<file path="src/rtl/ctrl_hazard_scoreboard.sv">
// Tuse/Tnew hazard scoreboard for the 5-stage MIPS pipeline: D-stage stall plus D/E/M forwarding selects.
// Optional HAZARD_STALL_CNT_EN adds a free-running stall-cycle counter (stall_cnt).
module ctrl_hazard_scoreboard #(
  parameter int unsigned TNEW_W = 2
`ifdef HAZARD_STALL_CNT_EN
  , parameter int unsigned CNT_W = 32
`endif
) (
  input  logic              clk,
  input  logic              reset,
  input  logic [4:0]        rs_D,
  input  logic [4:0]        rt_D,
  input  logic [TNEW_W-1:0] tuse_rs_D,
  input  logic [TNEW_W-1:0] tuse_rt_D,
  input  logic [4:0]        a3_D,
  input  logic              we_D,
  input  logic [TNEW_W-1:0] tnew_D,
  output logic              stall,
  output logic [1:0]        fwd_rs_D,
  output logic [1:0]        fwd_rt_D,
  output logic [1:0]        fwd_rs_E,
  output logic [1:0]        fwd_rt_E,
  output logic              fwd_rt_M
`ifdef HAZARD_STALL_CNT_EN
  , output logic [CNT_W-1:0] stall_cnt
`endif
);

  localparam int unsigned REG_W = 5;

  typedef struct packed {
    logic [REG_W-1:0]  rs;
    logic [REG_W-1:0]  rt;
    logic [REG_W-1:0]  a3;
    logic              we;
    logic [TNEW_W-1:0] tnew;
  } e_stage_t;

  typedef struct packed {
    logic [REG_W-1:0]  rt;
    logic [REG_W-1:0]  a3;
    logic              we;
    logic [TNEW_W-1:0] tnew;
  } m_stage_t;

  typedef struct packed {
    logic [REG_W-1:0] a3;
    logic             we;
  } w_stage_t;

  e_stage_t e_q, e_d;
  m_stage_t m_q, m_d;
  w_stage_t w_q, w_d;

  logic e_wr, m_wr, w_wr;

  // A producer matches a source only when it really writes a non-zero register.
  function automatic logic hit(input logic wr, input logic [REG_W-1:0] a3,
                               input logic [REG_W-1:0] src);
    return wr && (a3 == src) && (src != '0);
  endfunction

  // Nearest producer decides; a not-yet-ready nearest match blocks the farther one.
  function automatic logic [1:0] pick(input logic near_hit, input logic near_rdy,
                                      input logic far_hit, input logic far_rdy);
    logic [1:0] sel;
    sel = 2'b00;
    if (near_hit) begin
      if (near_rdy) sel = 2'b01;
    end else if (far_hit && far_rdy) begin
      sel = 2'b10;
    end
    return sel;
  endfunction

  always_comb begin
    e_wr = e_q.we && (e_q.a3 != '0);
    m_wr = m_q.we && (m_q.a3 != '0);
    w_wr = w_q.we && (w_q.a3 != '0);

    stall = (hit(e_wr, e_q.a3, rs_D) && (e_q.tnew > tuse_rs_D))
         || (hit(m_wr, m_q.a3, rs_D) && (m_q.tnew > tuse_rs_D))
         || (hit(e_wr, e_q.a3, rt_D) && (e_q.tnew > tuse_rt_D))
         || (hit(m_wr, m_q.a3, rt_D) && (m_q.tnew > tuse_rt_D));

    fwd_rs_D = pick(hit(e_wr, e_q.a3, rs_D), e_q.tnew == '0,
                    hit(m_wr, m_q.a3, rs_D), m_q.tnew == '0);
    fwd_rt_D = pick(hit(e_wr, e_q.a3, rt_D), e_q.tnew == '0,
                    hit(m_wr, m_q.a3, rt_D), m_q.tnew == '0);
    fwd_rs_E = pick(hit(m_wr, m_q.a3, e_q.rs), m_q.tnew == '0,
                    hit(w_wr, w_q.a3, e_q.rs), 1'b1);
    fwd_rt_E = pick(hit(m_wr, m_q.a3, e_q.rt), m_q.tnew == '0,
                    hit(w_wr, w_q.a3, e_q.rt), 1'b1);
    fwd_rt_M = hit(w_wr, w_q.a3, m_q.rt);
  end

  // Next pipeline shadow: bubble into E on stall, Tnew counts down toward 0.
  always_comb begin
    e_d = '0;
    if (!stall) begin
      e_d.rs   = rs_D;
      e_d.rt   = rt_D;
      e_d.a3   = a3_D;
      e_d.we   = we_D;
      e_d.tnew = tnew_D;
    end
    m_d.rt   = e_q.rt;
    m_d.a3   = e_q.a3;
    m_d.we   = e_q.we;
    m_d.tnew = (e_q.tnew == '0) ? '0 : e_q.tnew - TNEW_W'(1);
    w_d.a3   = m_q.a3;
    w_d.we   = m_q.we;
  end

  always_ff @(posedge clk or posedge reset) begin
    if (reset) begin
      e_q <= '0;
      m_q <= '0;
      w_q <= '0;
    end else begin
      e_q <= e_d;
      m_q <= m_d;
      w_q <= w_d;
    end
  end

`ifdef HAZARD_STALL_CNT_EN
  logic [CNT_W-1:0] stall_cnt_q, stall_cnt_d;

  always_comb begin
    stall_cnt_d = stall_cnt_q;
    if (stall) stall_cnt_d = stall_cnt_q + CNT_W'(1);
  end

  always_ff @(posedge clk or posedge reset) begin
    if (reset) stall_cnt_q <= '0;
    else       stall_cnt_q <= stall_cnt_d;
  end

  assign stall_cnt = stall_cnt_q;
`endif

endmodule

</file>
<file path="config.mk">
export PLATFORM = sky130hd
export DESIGN_NAME = ctrl_hazard_scoreboard
export DESIGN_NICKNAME = d
export VERILOG_FILES = /design/src/rtl/ctrl_hazard_scoreboard.sv
export SDC_FILE = /design/constraint.sdc
export NUM_CORES = 1
export LEC_CHECK = 0
export CAP_MARGIN = 20
export CORE_UTILIZATION = 47
export CTS_BUF_LIST = sky130_fd_sc_hd__clkbuf_16
export CTS_CLUSTER_DIAMETER = 100
export DETAILED_ROUTE_END_ITERATION = 12
export PLACE_DENSITY = 0.73
export SYNTH_ARGS = -nofsm -noshare
export SYNTH_HDL_FRONTEND = slang
export SYNTH_SLANG_ARGS = --single-unit
</file>
<file path="constraint.sdc">
create_clock -name clk -period 3.78 [get_ports clk]
set_clock_uncertainty 0.1 [all_clocks]
set_input_delay 0.567 -clock clk [delete_from_list [all_inputs] [get_ports clk]]
set_output_delay 0.567 -clock clk [all_outputs]
set_load 0.02 [all_outputs]
</file>
==> impl_metrics.ini <==
[run_status]
outcome = completed

[global_routing]
gr-total-overflow = 0
grt_max_degree = 38
grt_pass1_vias = 1513
gr-usage-all-layers_pct = 19.6
antenna_found_initial = 0
grt_pass1_wl_um = 7410

[sta]
finalSetupTns_ps = 0
fin_crit_sh_pct = 90.1
max_freq_ghz = 0.294
min_period_ps = 3410
rsz0062_at_grt = false
timing.hold.ws_ps = 333
report.final.slew_viol_count = 0
finalSetupViolCount = 0
tightest_slew_ps = 443
relSlewSlack_pct = 70.5
hold_viol_final = 0

[layout]
final_area_um2 = 2670
fillers = 332
nets = 252
drive_above_1_share_pct = 12.7
syn_to_final_growth_pct = 26.0
fin_util_pct = 61.4
diodes = 0

[setup_path]
worstPathArrival_ps = 2740
crit_family = buffers and inverters
worstPathBufferInverterCount = 3
rr_startpoint = m_q[4]$_DFF_PP0_
cp_slowest_cell = clkdlybuf4s50_1
end_kind = output pin
cp_data_required_time_ps = 3110
start_kind = input pin
path_class = in2out
cp_max_fo = 3
r2r_cells = 6
critical_path.most_common_cell = clkdlybuf4s50_1
r2r_end = e_q[17]$_DFF_PP0_
worst-r2r-setup-slack_ps = 1610
path_cells = clkdlybuf4s50_1, inv_1, a211oi_1, nand4_1, a2111oi_4, or2_1, clkdlybuf4s50_1
critPathMaxStageDelay_ps = 600

[die]
die_y_um = 69.2
rows = 24
chipWidth_um = 69.2
floorplan.die_area_um2 = 4790
ioPinCount = 34
core_um2 = 4350
start_util_pct = 48.7

[synth]
synthDistinctLibCells = 34
synth-adder-area-share_pct = 4.72
avgSynthCellArea_um2 = 11.5
synth-seq-cells = 37
synth_compound_area_share_pct = 7.08
synth_most_common_cell = dfrtp_1
synth_xor_xnor_area_share_pct = 18.6
yosysTopAreaCellShare_pct = 43.7
synth-edff-count = 0
async_flop_share_pct = 100
synth_seq_area_share_pct = 43.7
yosysWarnings = 0
ys.flop_type = dfrtp_1
synthSimpleGateAreaFrac_pct = 21.7
synth_area_um2 = 2120
yosysTopAreaCell = dfrtp_1
yosys-top-cells-count = 37 x dfrtp_1, 28 x xnor2_1, 17 x xor2_1
ys_top_cells_by_area = dfrtp_1 44%, xnor2_1 12%, xor2_1 7.0%
synth_top_family_by_area = simple AND/OR/NAND/NOR gates
syn-num-nets = 216
synthMuxAreaShare_pct = 0
synthCells = 184

[hold_path]
min_to = m_q[2]$_DFF_PP0_
hp-start = e_q[2]$_DFF_PP0_
whs_path_depth = 0
worstHoldPathType = reg2reg

[route]
ant_nets = 0
drt_pass1_iterations = 4
initialDrtViolationCount = 35
viasPerCell = 5.28
vias = 1442
drc = 0
wirelength_um = 4170
post_drt_wl_per_cell_um = 15.3

[placement]
dp_hpwl_um = 3080
placed_area_um2 = 2480
portBuffers = 33
place.gp.congestion = 0.799

[power]
internal_power_uw = 894
ir_drop_mv = 0.300
p_switching_uw = 266
power_frac_seq_pct = 39.7
clkPwrFrac_pct = 46.1
p_leak_nw = 1.06
swShare_pct = 22.9
combPwrFrac_pct = 14.2
p_per_area_nw_per_um2 = 434

[cts]
cts_buffers = 5
post-cts-setup-buffer-count = 0
cts_tree = built
cts.repair.resized = 0
clock_sinks = 37
htree_levels = 2
ctsHoldBuffers = 0
cts_root_buf = clkbuf_16
clk_latency_ps = 270
cts.clk_slew.worst_paths_ps = 50
cts.path.max_buffers = 2

[job]
cap_violations = 0
-- state kept, by name, indices dropped and copies added, names as in the netlist --
name	count
w_q	6
e_q	18
m_q	13
-- cell families after synthesis --
logic type | after synthesis
XOR/XNOR | 45
adder cells (fa/ha/maj) | 8
AO/OA/AOI/OAI | 12
buffers and inverters | 15
AND/OR/NAND/NOR | 67
flip-flops | 37
-- metal layers --
layer / up-vias / global-route usage (%) / routed length (um)
li1: 713 / - / -
met1: 699 / 26.2 / 1880
met2: 26 / 32.7 / 2140
met3: 4 / 3.20 / 109
met4: 0 / 6.35 / 45
met5: - / 0 / 0
-- layout by cell type (no fill, tap or decap), types with 2 or more instances in the layout --
cell type        instances
dfrtp_1                 37
clkdlybuf4s50_1         33
xnor2_1                 28
xor2_1                  17
nor3_1                  10
nand3_1                 10
nor3b_1                 10
nor3b_2                  9
inv_1                    8
ha_1                     8
clkbuf_16                5
nor2_1                   4
nand2_1                  4
nand4_1                  4
nor2b_1                  3
buf_4                    3
or4_1                    2
o21ai_4                  2
or3_1                    2
nor4_1                   2
a211oi_1                 2
a21oi_1                  2
nor4b_1                  2
bufinv_16                2
-- per-stage QoR --
stage / power, mW / std cells / setup slack, ps
5_1_grt: 1.21 / 273 / 259
3_3_place_gp: 0.629 / 265 / 393
3_5_place_dp: 0.632 / 265 / 404
2_1_floorplan: 0.576 / 184 / 1020
4_1_cts: 1.17 / 273 / 372
6_report: 1.16 / 273 / 373
-- how the worst max path moves through the flow --
stage,start,end,slack (ps),depth (start not counted)
final,rs_D[0],stall,370,7
after global routing,rs_D[0],stall,260,7
after CTS,rs_D[0],stall,370,7
after detailed placement,rs_D[0],stall,400,7
after global placement,rs_D[3],stall,390,7
after floorplan,m_q[4]$_DFF_PP0_,fwd_rs_E[1],1020,5
-- power groups by stage --
stage,Clock [mW],Combinational [mW],Sequential (mW)
final,0.534,0.165,0.461
after global routing,0.565,0.184,0.466
after CTS,0.545,0.166,0.461
after detailed placement,0,0.164,0.468
after global placement,0,0.161,0.468
after floorplan,0,0.125,0.452
-- layout make-up --
type | count | area (um2) | area share, %
clock buffers | 5 | 125 | 4.68
clock inverters | 3 | 68.8 | 2.57
inverters | 8 | 30.0 | 1.12
multi-input cells | 132 | 1100 | 41.3
flip-flops and latches | 37 | 926 | 34.6
well taps | 52 | 65.1 | 2.43
repair buffers | 36 | 353 | 13.2
(Power assumes the default switching activity.)
